$ cat config.mk
export PLATFORM = sky130hd
export DESIGN_NAME = seq_alu_flat
export DESIGN_NICKNAME = d
export VERILOG_FILES = /design/src/rtl/alu_pkg.sv /design/src/rtl/seq_alu_if.sv /design/src/rtl/seq_alu_mdu_iter.sv /design/src/rtl/seq_alu.sv /design/src/flat_wrapper.sv
export SDC_FILE = /design/constraint.sdc
export NUM_CORES = 1
export LEC_CHECK = 0
export ABC_CLOCK_PERIOD_IN_PS = 5600
export BUFFER_PORTS_ARGS = -buffer_cell sky130_fd_sc_hd__buf_2
export CORE_ASPECT_RATIO = 1.75
export CORE_MARGIN = 2
export CORE_UTILIZATION = 39
export DETAILED_ROUTE_END_ITERATION = 12
export PLACE_DENSITY_LB_ADDON = 0.15
export SLEW_MARGIN = 20
export SYNTH_ARGS = -nofsm -noshare
export SYNTH_HDL_FRONTEND = slang
export SYNTH_SLANG_ARGS = --single-unit
$ cat constraint.sdc
create_clock -name clk -period 5.6 [get_ports clk]
set_input_delay 1.12 -clock clk [delete_from_list [all_inputs] [get_ports clk]]
set_output_delay 1.12 -clock clk [all_outputs]
set_load 0.05 [all_outputs]
$ cat src/rtl/alu_pkg.sv
// alu_pkg: shared types and helpers for the sequential ALU.
//   alu_op_e     - 5-bit opcode encodings (bit 4 selects the multiply/divide group)
//   alu_state_e  - control FSM states
//   is_mdu_op    - opcode belongs to the multiply/divide group
//   is_signed_op - opcode treats its operands as two's complement (MULH, DIV, REM)
//   is_div_op    - opcode is one of DIV/DIVU/REM/REMU
package alu_pkg;

  typedef enum logic [4:0] {
    OP_AND   = 5'b00000,
    OP_OR    = 5'b00001,
    OP_ADD   = 5'b00010,
    OP_SUB   = 5'b00011,
    OP_SLL   = 5'b00100,
    OP_SRL   = 5'b00101,
    OP_SRA   = 5'b00110,
    OP_EQ    = 5'b01000,
    OP_XOR   = 5'b01001,
    OP_SLT   = 5'b01100,
    OP_SLTU  = 5'b01101,
    OP_MUL   = 5'b10000,
    OP_MULH  = 5'b10001,
    OP_MULHU = 5'b10011,
    OP_DIV   = 5'b10100,
    OP_DIVU  = 5'b10101,
    OP_REM   = 5'b10110,
    OP_REMU  = 5'b10111
  } alu_op_e;

  typedef enum logic [1:0] {
    S_IDLE = 2'd0,
    S_BUSY = 2'd1,
    S_DONE = 2'd2
  } alu_state_e;

  function automatic logic is_mdu_op(input logic [4:0] op);
    case (op)
      OP_MUL, OP_MULH, OP_MULHU,
      OP_DIV, OP_DIVU, OP_REM, OP_REMU: return 1'b1;
      default:                          return 1'b0;
    endcase
  endfunction

  function automatic logic is_signed_op(input logic [4:0] op);
    return (op == OP_MULH) || (op == OP_DIV) || (op == OP_REM);
  endfunction

  function automatic logic is_div_op(input logic [4:0] op);
    return is_mdu_op(op) && op[2];
  endfunction

endpackage

$ cat src/rtl/seq_alu_if.sv
// seq_alu_if: request/response bus of the sequential ALU.
//   master: drives in_valid, SrcA, SrcB, Operation, out_ready
//   slave : drives in_ready, out_valid, ALUResult, busy
interface seq_alu_if #(
  parameter int DATA_WIDTH    = 32,
  parameter int OPCODE_LENGTH = 5
);
  logic                     in_valid;
  logic                     in_ready;
  logic [DATA_WIDTH-1:0]    SrcA;
  logic [DATA_WIDTH-1:0]    SrcB;
  logic [OPCODE_LENGTH-1:0] Operation;
  logic                     out_valid;
  logic                     out_ready;
  logic [DATA_WIDTH-1:0]    ALUResult;
  logic                     busy;

  modport master (
    output in_valid, SrcA, SrcB, Operation, out_ready,
    input  in_ready, out_valid, ALUResult, busy
  );

  modport slave (
    input  in_valid, SrcA, SrcB, Operation, out_ready,
    output in_ready, out_valid, ALUResult, busy
  );
endinterface

$ cat src/rtl/seq_alu_mdu_iter.sv
// mdu_iter: iterative multiply/divide datapath, one bit per enabled step.
//   clk, rst_n - clock, async active-low reset
//   start      - load operands (magnitudes for signed ops) and clear the counter
//   op         - M-group opcode, captured on start
//   a, b       - operands, captured on start
//   step_en    - advance one shift-add / restoring-subtract bit
//   done       - current step is the last one; result is valid this cycle
//   result     - sign-corrected result of the final step
// hi/lo hold {partial product, multiplier} for MUL* and {remainder, quotient}
// for DIV*/REM*; b_q holds the multiplicand or divisor.
module mdu_iter
  import alu_pkg::*;
#(
  parameter int DATA_WIDTH = 32,
  parameter int CNT_WIDTH  = $clog2(DATA_WIDTH) + 1
) (
  input  logic                  clk,
  input  logic                  rst_n,
  input  logic                  start,
  input  logic [4:0]            op,
  input  logic [DATA_WIDTH-1:0] a,
  input  logic [DATA_WIDTH-1:0] b,
  input  logic                  step_en,
  output logic                  done,
  output logic [DATA_WIDTH-1:0] result
);
  localparam int W = DATA_WIDTH;

  logic [W-1:0]     hi_q, lo_q, b_q, hi_d, lo_d, mag_a, mag_b;
  logic [CNT_WIDTH-1:0] cnt_q;
  logic [4:0]       op_q;
  logic             neg_q, sgn_a, sgn_b;
  logic [W:0]       add_sum, rem_sh, trial;
  logic [2*W-1:0]   prod;

  always_comb begin
    sgn_a   = is_signed_op(op) & a[W-1];
    sgn_b   = is_signed_op(op) & b[W-1];
    mag_a   = sgn_a ? -a : a;
    mag_b   = sgn_b ? -b : b;

    add_sum = {1'b0, hi_q} + (lo_q[0] ? {1'b0, b_q} : {(W+1){1'b0}});
    rem_sh  = {hi_q, lo_q[W-1]};
    trial   = rem_sh - {1'b0, b_q};

    if (op_q[2]) begin
      // Restoring divide: keep the difference only when it did not borrow.
      if (!trial[W]) begin
        hi_d = trial[W-1:0];
        lo_d = {lo_q[W-2:0], 1'b1};
      end else begin
        hi_d = rem_sh[W-1:0];
        lo_d = {lo_q[W-2:0], 1'b0};
      end
    end else begin
      hi_d = add_sum[W:1];
      lo_d = {add_sum[0], lo_q[W-1:1]};
    end

    prod = neg_q ? -{hi_d, lo_d} : {hi_d, lo_d};
    case (op_q)
      OP_MUL:              result = prod[W-1:0];
      OP_MULH, OP_MULHU:   result = prod[2*W-1:W];
      OP_DIV, OP_DIVU:     result = neg_q ? -lo_d : lo_d;
      OP_REM, OP_REMU:     result = neg_q ? -hi_d : hi_d;
      default:             result = '0;
    endcase

    done = step_en && (cnt_q == CNT_WIDTH'(W - 1));
  end

  always_ff @(posedge clk or negedge rst_n) begin
    if (!rst_n) begin
      hi_q  <= '0;
      lo_q  <= '0;
      b_q   <= '0;
      cnt_q <= '0;
      op_q  <= '0;
      neg_q <= 1'b0;
    end else if (start) begin
      op_q  <= op;
      // Remainder follows the dividend's sign; everything else takes sign(a)^sign(b).
      neg_q <= (op == OP_REM) ? sgn_a : (sgn_a ^ sgn_b);
      hi_q  <= '0;
      lo_q  <= mag_a;
      b_q   <= mag_b;
      cnt_q <= '0;
    end else if (step_en) begin
      hi_q  <= hi_d;
      lo_q  <= lo_d;
      cnt_q <= cnt_q + 1'b1;
    end
  end
endmodule

$ cat src/rtl/seq_alu.sv
// seq_alu: handshaked integer ALU; base ops in one cycle, RV32M group iterative.
//   clk   - rising-edge clock
//   rst_n - asynchronous active-low reset
//   flush - synchronous abort of any in-flight or held op
//   bus   - seq_alu_if.slave (in_valid/in_ready, SrcA, SrcB, Operation,
//           out_valid/out_ready, ALUResult, busy)
// Optional macro SEQ_ALU_FAST_MUL_EN: MUL/MULH/MULHU use a combinational
// product and complete in one cycle; divides always iterate.
//
// state  | meaning
// IDLE   | ready to accept a new op
// BUSY   | multiply/divide iterating in mdu_iter
// DONE   | ALUResult valid, waiting for out_ready
module seq_alu
  import alu_pkg::*;
#(
  parameter int DATA_WIDTH    = 32,
  parameter int OPCODE_LENGTH = 5,
  parameter int CNT_WIDTH     = $clog2(DATA_WIDTH) + 1
) (
  input  logic       clk,
  input  logic       rst_n,
  input  logic       flush,
  seq_alu_if.slave   bus
);
  localparam int W  = DATA_WIDTH;
  localparam int SW = $clog2(DATA_WIDTH);
  localparam logic [W-1:0] MOST_NEG = {1'b1, {(W-1){1'b0}}};

  alu_state_e   state_q;
  logic         in_ready_q, out_valid_q, busy_q;
  logic [W-1:0] result_q, single_res, a, b, mdu_result;
  logic [4:0]   op;
  logic [SW-1:0] shamt;
  logic         accept, div_zero, div_ovf, long_op, mdu_done;
`ifdef SEQ_ALU_FAST_MUL_EN
  logic [2*W-1:0] prod_ss, prod_uu;
`endif

  always_comb begin
    a        = bus.SrcA;
    b        = bus.SrcB;
    op       = bus.Operation[4:0];
    shamt    = b[SW-1:0];
    div_zero = is_div_op(op) && (b == '0);
    div_ovf  = ((op == OP_DIV) || (op == OP_REM)) && (a == MOST_NEG) && (b == '1);
`ifdef SEQ_ALU_FAST_MUL_EN
    prod_ss  = $signed({{W{a[W-1]}}, a}) * $signed({{W{b[W-1]}}, b});
    prod_uu  = {{W{1'b0}}, a} * {{W{1'b0}}, b};
    long_op  = is_div_op(op) && !div_zero && !div_ovf;
`else
    long_op  = is_mdu_op(op) && !div_zero && !div_ovf;
`endif
    single_res = '0;
    case (op)
      OP_AND:  single_res = a & b;
      OP_OR:   single_res = a | b;
      OP_ADD:  single_res = a + b;
      OP_SUB:  single_res = a - b;
      OP_SLL:  single_res = a << shamt;
      OP_SRL:  single_res = a >> shamt;
      OP_SRA:  single_res = $signed(a) >>> shamt;
      OP_EQ:   single_res = {{(W-1){1'b0}}, a == b};
      OP_XOR:  single_res = a ^ b;
      OP_SLT:  single_res = {{(W-1){1'b0}}, $signed(a) < $signed(b)};
      OP_SLTU: single_res = {{(W-1){1'b0}}, a < b};
`ifdef SEQ_ALU_FAST_MUL_EN
      OP_MUL:   single_res = prod_uu[W-1:0];
      OP_MULH:  single_res = prod_ss[2*W-1:W];
      OP_MULHU: single_res = prod_uu[2*W-1:W];
`endif
      // Only the divide special cases reach the register from here.
      OP_DIV, OP_DIVU: single_res = div_zero ? '1 : a;
      OP_REM, OP_REMU: single_res = div_zero ? a : '0;
      default: single_res = '0;
    endcase
  end

  assign accept = bus.in_valid & in_ready_q;

  mdu_iter #(
    .DATA_WIDTH (DATA_WIDTH),
    .CNT_WIDTH  (CNT_WIDTH)
  ) u_mdu (
    .clk     (clk),
    .rst_n   (rst_n),
    .start   (accept && long_op && !flush),
    .op      (op),
    .a       (a),
    .b       (b),
    .step_en ((state_q == S_BUSY) && !flush),
    .done    (mdu_done),
    .result  (mdu_result)
  );

  always_ff @(posedge clk or negedge rst_n) begin
    if (!rst_n) begin
      state_q     <= S_IDLE;
      in_ready_q  <= 1'b1;
      out_valid_q <= 1'b0;
      busy_q      <= 1'b0;
      result_q    <= '0;
    end else if (flush) begin
      state_q     <= S_IDLE;
      in_ready_q  <= 1'b1;
      out_valid_q <= 1'b0;
      busy_q      <= 1'b0;
    end else begin
      case (state_q)
        S_IDLE: if (accept) begin
          in_ready_q <= 1'b0;
          busy_q     <= 1'b1;
          if (long_op) begin
            state_q <= S_BUSY;
          end else begin
            state_q     <= S_DONE;
            out_valid_q <= 1'b1;
            result_q    <= single_res;
          end
        end
        S_BUSY: if (mdu_done) begin
          state_q     <= S_DONE;
          out_valid_q <= 1'b1;
          result_q    <= mdu_result;
        end
        S_DONE: if (bus.out_ready) begin
          state_q     <= S_IDLE;
          out_valid_q <= 1'b0;
          in_ready_q  <= 1'b1;
          busy_q      <= 1'b0;
        end
        default: begin
          state_q     <= S_IDLE;
          in_ready_q  <= 1'b1;
          out_valid_q <= 1'b0;
          busy_q      <= 1'b0;
        end
      endcase
    end
  end

  assign bus.in_ready  = in_ready_q;
  assign bus.out_valid = out_valid_q;
  assign bus.ALUResult = result_q;
  assign bus.busy      = busy_q;
endmodule

$ cat src/flat_wrapper.sv
// flat-port wrapper written by rule: the top's interface ports become plain ports
module seq_alu_flat import alu_pkg::*;
#(
  parameter int DATA_WIDTH    = 32,
  parameter int OPCODE_LENGTH = 5,
  parameter int CNT_WIDTH     = $clog2(DATA_WIDTH) + 1
)
  (clk, rst_n, flush, bus_in_valid, bus_SrcA, bus_SrcB, bus_Operation, bus_out_ready, bus_in_ready, bus_out_valid, bus_ALUResult, bus_busy);
  seq_alu_if #(.DATA_WIDTH(DATA_WIDTH), .OPCODE_LENGTH(OPCODE_LENGTH)) bus_i ();
  input  logic clk;
  input  logic rst_n;
  input  logic flush;
  input wire logic [$bits(bus_i.in_valid)-1:0] bus_in_valid;
  input wire logic [$bits(bus_i.SrcA)-1:0] bus_SrcA;
  input wire logic [$bits(bus_i.SrcB)-1:0] bus_SrcB;
  input wire logic [$bits(bus_i.Operation)-1:0] bus_Operation;
  input wire logic [$bits(bus_i.out_ready)-1:0] bus_out_ready;
  output wire logic [$bits(bus_i.in_ready)-1:0] bus_in_ready;
  output wire logic [$bits(bus_i.out_valid)-1:0] bus_out_valid;
  output wire logic [$bits(bus_i.ALUResult)-1:0] bus_ALUResult;
  output wire logic [$bits(bus_i.busy)-1:0] bus_busy;
  assign bus_i.in_valid = bus_in_valid;
  assign bus_i.SrcA = bus_SrcA;
  assign bus_i.SrcB = bus_SrcB;
  assign bus_i.Operation = bus_Operation;
  assign bus_i.out_ready = bus_out_ready;
  assign bus_in_ready = bus_i.in_ready;
  assign bus_out_valid = bus_i.out_valid;
  assign bus_ALUResult = bus_i.ALUResult;
  assign bus_busy = bus_i.busy;
  seq_alu #(.DATA_WIDTH(DATA_WIDTH), .OPCODE_LENGTH(OPCODE_LENGTH), .CNT_WIDTH(CNT_WIDTH)) u_core (.clk(clk), .rst_n(rst_n), .flush(flush), .bus(bus_i));
endmodule
Word level (Yosys, flattened, before mapping)

Index checks and enable logic that the tools add are counted.

Register bits: 145
Latch bits: 0
Memory bits (writable): 0
Memory bits (read-only): 0
Input port bits: 74
Output and inout port bits: 35
Word-level logic and storage cells: 148
Memories kept: 0

Add/sub/neg operators: 10
$mul: 0
Divide/modulo/power cells: 0
Magnitude comparators: 2
Equality and inequality tests: 38
Shifts and indexed selects: 3
Multiplexer cells: 45
Bitwise logic cells: 8
Reduce and logical (&&, ||, !) cells: 31

Operator list:

| cell                                           | count |
|---|---|
| 2-to-1 mux 32 bit                              | 17 |
| one-hot mux 32 bit (13 select lines)           | 1 |
| negation 32 bit                                | 4 |
| one-hot mux 32 bit (4 select lines)            | 1 |
| == test 5 bit (second input constant)          | 14 |
| == test 32 bit (second input constant)         | 2 |
| less-than comparator 32 bit                    | 2 |
| 2-to-1 mux 64 bit                              | 1 |
| negation 64 bit                                | 1 |
| one-hot mux 32 bit (2 select lines)            | 1 |
| adder 32 x 32 -> 33 bit                        | 1 |
| subtractor 33 x 32 -> 33 bit                   | 1 |
| adder 32 bit                                   | 1 |
| AND 32 bit                                     | 1 |
| == test 32 bit                                 | 1 |
| logical NOT 32 bit                             | 1 |
| bitwise OR 32 bit                              | 1 |
| left shift 32 x 5 -> 32 bit                    | 1 |
| >> shifter 32 x 5 -> 32 bit                    | 1 |
| >>> shifter 32 x 5 -> 32 bit                   | 1 |
| subtractor 32 bit                              | 1 |
| XOR 32 bit                                     | 1 |
| == test 5 x 4 -> 1 bit (second input constant) | 4 |
| == test 5 x 3 -> 1 bit (second input constant) | 3 |
| other kinds (29)                               | 74 |

Logic depth before layout (Yosys ltp)

Word-level depth: 12
Mapped depth: 22
Depth with buffers taken out: 22

Modules after synthesis

Synthesis repeated with hierarchy kept, for this count alone.

Cells, all modules: 3452
Area total of the unflattened synthesis: 25079.1 um^2

Modules (own cells, without submodules):

| module   | times used | cells an instance | area each (um^2) | sequential area each (um^2) |
|---|---|---|---|---|
| mdu_iter | 1          | 1841              | 13424.1          | 2702.6 |
| seq_alu  | 1          | 1611              | 11654.9          | 927.1 |

Worst setup path after synthesis

Ideal clock, no wire load.

Path type: input to register
From: input port bus_SrcB[0]
To: register u_core.result_q[28] (netlist: u_core.bus.ALUResult[28])
Setup time: 0.069 ns
Data arrival time: 5.176 ns
Data required time: 5.531 ns
Path slack: 0.355 ns
Stages on the path: 17
Path buffers: 5
Path through: buf_2 -> buf_1 -> inv_2 -> buf_1 -> ha_1 -> or3b_1 -> or4_1 -> clkbuf_1 -> nor4_2 -> nand3_1 -> a211oi_1 -> o21ai_1 -> nor2_1 -> buf_2 -> o221ai_1 -> a311o_1 -> nand3_1

Word-level cells in the longest chain between the ends: 7
Elaborated cells on any way between the ends: 21
Classes of those cells: add/sub: 2; eq/ne: 2; shift: 3; mux: 6; reduce/logical: 8

Ends and longest elaborated chain:

| what                                                      | RTL line           | source |
|---|---|---|
| start: declaration                                        | flat_wrapper.sv:15 | `input wire logic [$bits(bus_i.SrcB)-1:0] bus_SrcB;` |
| branches (longest 7 deep; another with subtractor 32 bit) | -                  |  |
| end signal: assignment                                    | seq_alu.sv:118     | `result_q <= single_res;` |
| end signal: assignment                                    | seq_alu.sv:124     | `result_q <= mdu_result;` |
| end: declaration                                          | seq_alu.sv:32      | `logic [W-1:0] result_q, single_res, a, b, mdu_result;` |

Several ways; the timed one is not identified. The select of a mux whose other input is x is not followed.
A chain may end at the register's enable or synchronous reset.

Worst setup path after layout

From: register u_core.u_mdu.hi_q[9]
To: register u_core.result_q[9] (netlist: u_core.bus.ALUResult[9])

Word-level cells in the longest chain between the ends: 8
Elaborated cells on any way between the ends: 15
Classes of those cells: add/sub: 5; mux: 10

Ends and longest elaborated chain:

| what                                                  | RTL line               | source |
|---|---|---|
| start: declaration                                    | seq_alu_mdu_iter.sv:29 | `logic [W-1:0] hi_q, lo_q, b_q, hi_d, lo_d, mag_a, mag_b;` |
| start signal: assignment                              | seq_alu_mdu_iter.sv:89 | `hi_q <= hi_d;` |
| subtractor 33 x 32 -> 33 bit                          | seq_alu_mdu_iter.sv:44 | `trial = rem_sh - {1'b0, b_q};` |
| 2-to-1 mux 1 bit or 2-to-1 mux 32 bit (tied branches) | seq_alu_mdu_iter.sv:48 | `if (!trial[W]) begin` |
| 2-to-1 mux 32 bit                                     | seq_alu_mdu_iter.sv:46 | `if (op_q[2]) begin` |
| negation 64 bit, or another cell as far along         | seq_alu_mdu_iter.sv:60 | `prod = neg_q ? -{hi_d, lo_d} : {hi_d, lo_d};` |
| 2-to-1 mux 64 bit, or another cell as far along       | seq_alu_mdu_iter.sv:60 |  |
| one-hot mux 32 bit (4 select lines) (*)               | seq_alu_mdu_iter.sv:61 | `case (op_q)` |
| 2-to-1 mux 32 bit (*)                                 | seq_alu.sv:121         | `S_BUSY: if (mdu_done) begin` |
| one-hot mux 32 bit (2 select lines) (*)               | seq_alu.sv:109         | `case (state_q)` |

Mark *: on every way between the ends. The rest lies on a longest branch, timed or not. The select of a mux whose other input is x is not followed.

==> flow_metrics.env <==
export IMPL_status="completed"
export IMPL_fin_crit_ns=5.40
export IMPL_required_ns=6.00
export IMPL_grt_pass1_wl_mm=198
export IMPL_initial_core_util_pct=39.3
export IMPL_report_final_slew_viol_count=0
export IMPL_antenna_found_initial=5
export IMPL_finalCritPeriodShare_pct=96.5
export IMPL_drt_first_iter_violations=2198
export IMPL_place_worst_setup_slack_ns=0.0818
export IMPL_rr_worst_depth=15
export IMPL_dp_hpwl_mm=111
export IMPL_grt_max_degree=80
export IMPL_fp_dieH_microns=335
export IMPL_synth_edf_count=0
export IMPL_h_tree_depth=4
export IMPL_syn_avg_cell_area_sq_um=7.15
export IMPL_cts_buffer_depth=3
export IMPL_numClockSinks=145
export IMPL_hold_viol=0
export IMPL_reg2reg_slack_ns=0.20
export IMPL_worstSetupStartpointType="flip-flop"
export IMPL_timing_fmax_mhz=185
export IMPL_setup_viol_count_final=0
export IMPL_hold_depth=2
export IMPL_row_count=121
export IMPL_vdd_drop_max_mv=0.293
export IMPL_worstHoldStart="u_core.bus.out_valid$_DFFE_PN0P_"
export IMPL_hold_path_class="flip-flop to flip-flop"
export IMPL_cts_made_buffers=25
export IMPL_gp_congestion=1.06
export IMPL_io_buffers=108
export IMPL_skew_ns=0.0201
export IMPL_utilization_pct=44.2
export IMPL_path_clk_slew_ns=0.06
export IMPL_wire_per_inst_microns=32.2
export IMPL_die_w_microns=193
export IMPL_remaining_drc_errors=0
export IMPL_rr_startpoint="u_core.u_mdu.hi_q[9]$_DFFE_PN0P_"
export IMPL_power_leakage_uw=0.0117
export IMPL_cts_tree="yes"
export IMPL_cap_viol_max_count=0
export IMPL_syn_nets=3655
export IMPL_core_area_sq_mm=0.0621
export IMPL_powerDensity_mw_per_mm2=514
export IMPL_num_io_pins=109
export IMPL_syn_area_sq_mm=0.0244
export IMPL_drive_gt1_share_pct=14.2
export IMPL_num_nets_final=3776
export IMPL_worstPathArrival_ns=5.81
export IMPL_netlist_cell_type_count=123
export IMPL_synth_cells=3410
export IMPL_async_reset_ff_share_pct=100
export IMPL_drt_vias_per_instance=6.65
export IMPL_grt_pass1_vias=28774
export IMPL_endpoint_kind="flip-flop"
export IMPL_dr_total_vias=28848
export IMPL_worst_pin_slew_ns=1.29
export IMPL_dieArea_sq_mm=0.0646
export IMPL_setup_ws_ns=0.196
export IMPL_rsz0062_at_grt="no"
export IMPL_ant_nets=0
export IMPL_synth_main_ff_cell="dfrtp_1"
export IMPL_reg2reg_to="u_core.bus.ALUResult[9]$_DFFE_PN0P_"
export IMPL_yosysSeqAreaShare_pct=14.9
export IMPL_synth_seq_cells=145
export IMPL_track_usage_pct=42.7
export IMPL_routed_wl_mm=140
export IMPL_insertion_delay_ns=0.53
export IMPL_crit_type="flip-flop to flip-flop"
export IMPL_firstDrtPassIters=6
export IMPL_root_buffer="clkbuf_16"
export IMPL_slew_headroom_pct=13.9
export IMPL_crit_fanout=11
export IMPL_syn2layout_area_growth_pct=12.7
export IMPL_gr_total_overflow=0
export IMPL_hold_ws_ns=0.491
export IMPL_synth_yosys_warnings=0
export IMPL_min_to="u_core.bus.out_valid$_DFFE_PN0P_"
## logic make-up after synthesis
logic type,share of synthesized area (%)
AO/OA/AOI/OAI,32.6
XOR/XNOR,5.75
adder cells (fa/ha/maj),8.94
buffers and inverters,6.80
flip-flops,14.9
multiplexers,8.33
AND/OR/NAND/NOR,22.7
## area by class of cell
type                    instances  area [sq um]
diodes                          5          12.5
clock buffers                  27           653
clock inverters                 6          60.1
fillers                      6495         34600
inverters                     161           604
multi-input cells            2861         19200
flip-flops and latches        145          3630
well taps                     799          1000
repair buffers                337          2330
## layout by cell type (no fill, tap or decap), drive strengths merged, types with 26 or more instances in the layout
master  instances
or3            27
nor2          353
xor2           31
nand4          41
nor3           77
a21o           51
nand3          67
o21bai         28
o211ai         61
clkbuf         27
dfrtp         144
a211o          28
xnor2         129
inv           158
mux4           32
and2           58
a21oi         320
mux2i         114
nor4           26
o31ai          43
o21ai         300
nand2         362
a211oi         57
and3           31
a31oi          43
ha            167
buf           337
## repair_timing
action | in CTS | in global routing
setup endpoints to repair | 0 | 12
hold endpoints to repair | 0 | 0
buffers inserted | 0 | 3
hold buffers | 0 | 0
resized for setup | 0 | 4
## registers in the layout, indices dropped and copies added, names as in the netlist, 2 cells and up
signal,count
u_core.bus.ALUResult,32
u_core.u_mdu.hi_q,32
u_core.u_mdu.lo_q,32
u_core.u_mdu.op_q,5
u_core.state_q,2
u_core.u_mdu.cnt_q,6
u_core.u_mdu.b_q,32
## worst max-delay path, stage by stage, from the launching register on
cell and delay [ns]:
dfrtp_1 0.45, ha_1 0.53, and3_2 0.32, nand4_1 0.13
o22ai_1 0.30, o211ai_2 0.13, buf_4 0.17, a211oi_4 0.57
mux2_2 0.47, a211oi_4 0.66, nand3_1 0.43, buf_4 0.28
o21ai_1 0.19, xnor2_1 0.20, o21ai_0 0.13, a221o_1 0.33
## layer usage
metal  wire (microns)  track usage (%)  up-vias
li1                 -                -    12827
met1            45600             41.0    13976
met2            67900             73.7     1440
met3             8920             8.12      601
met4            17300             43.4        4
met5               31            0.235        -
## worst max-delay path by stage
stage | slack (ns) | cells past startpoint | to | from
2_1_floorplan | 0.36 | 17 | u_core.bus.ALUResult[28]$_DFFE_PN0P_ | bus_SrcB[0]
3_3_place_gp | -0.05 | 15 | u_core.bus.ALUResult[30]$_DFFE_PN0P_ | bus_SrcA[11]
3_5_place_dp | 0.08 | 15 | u_core.bus.ALUResult[30]$_DFFE_PN0P_ | bus_SrcA[11]
4_1_cts | 0.37 | 18 | u_core.bus.ALUResult[4]$_DFFE_PN0P_ | u_core.u_mdu.hi_q[26]$_DFFE_PN0P_
5_1_grt | 0.08 | 22 | u_core.bus.ALUResult[20]$_DFFE_PN0P_ | u_core.u_mdu.lo_q[31]$_DFFE_PN0P_
6_report | 0.20 | 15 | u_core.bus.ALUResult[9]$_DFFE_PN0P_ | u_core.u_mdu.hi_q[9]$_DFFE_PN0P_
## through the flow
| stage | area, sq um | power [uW] | TNS [ns] | instances |
|---|---|---|---|---|
| after floorplan | 24400 | 8550 | 0 | 3410 |
| after global placement | 26700 | 12200 | -0.0458 | 4300 |
| after detailed placement | 26700 | 12300 | 0 | 4300 |
| after CTS | 27400 | 13700 | 0 | 4333 |
| after global routing | 27500 | 14900 | 0 | 4338 |
| final | 27500 | 14100 | 0 | 4341 |
## synthesized netlist by cell type, types with 25 or more instances
| master | instances | area [sq um] |
|---|---|---|
| o211ai_1 | 59 | 443 |
| a31oi_1 | 43 | 269 |
| mux2i_1 | 114 | 1140 |
| dfrtp_1 | 144 | 3600 |
| clkbuf_1 | 181 | 679 |
| ha_1 | 167 | 2090 |
| a211o_1 | 27 | 236 |
| a22oi_1 | 25 | 188 |
| inv_1 | 157 | 589 |
| and2_1 | 56 | 350 |
| a211oi_1 | 55 | 413 |
| nand4_1 | 40 | 250 |
| nand3_1 | 66 | 330 |
| o31ai_1 | 43 | 323 |
| xor2_1 | 31 | 272 |
| nor2b_1 | 25 | 156 |
| a21oi_1 | 316 | 1580 |
| o21bai_1 | 28 | 210 |
| xnor2_1 | 129 | 1130 |
| buf_1 | 29 | 109 |
| mux4_2 | 32 | 721 |
| nand2_1 | 361 | 1360 |
| and3_1 | 28 | 175 |
| nor3_1 | 75 | 375 |
| a21o_1 | 50 | 375 |
| nor2_1 | 352 | 1320 |
| or3_1 | 27 | 169 |
| o21ai_0 | 292 | 1460 |
## power breakdown
part,internal (uW),switching (uW)
clock network,868,536
logic,3710,6950
registers,1470,584
Power figures use the tool's default switching activity.
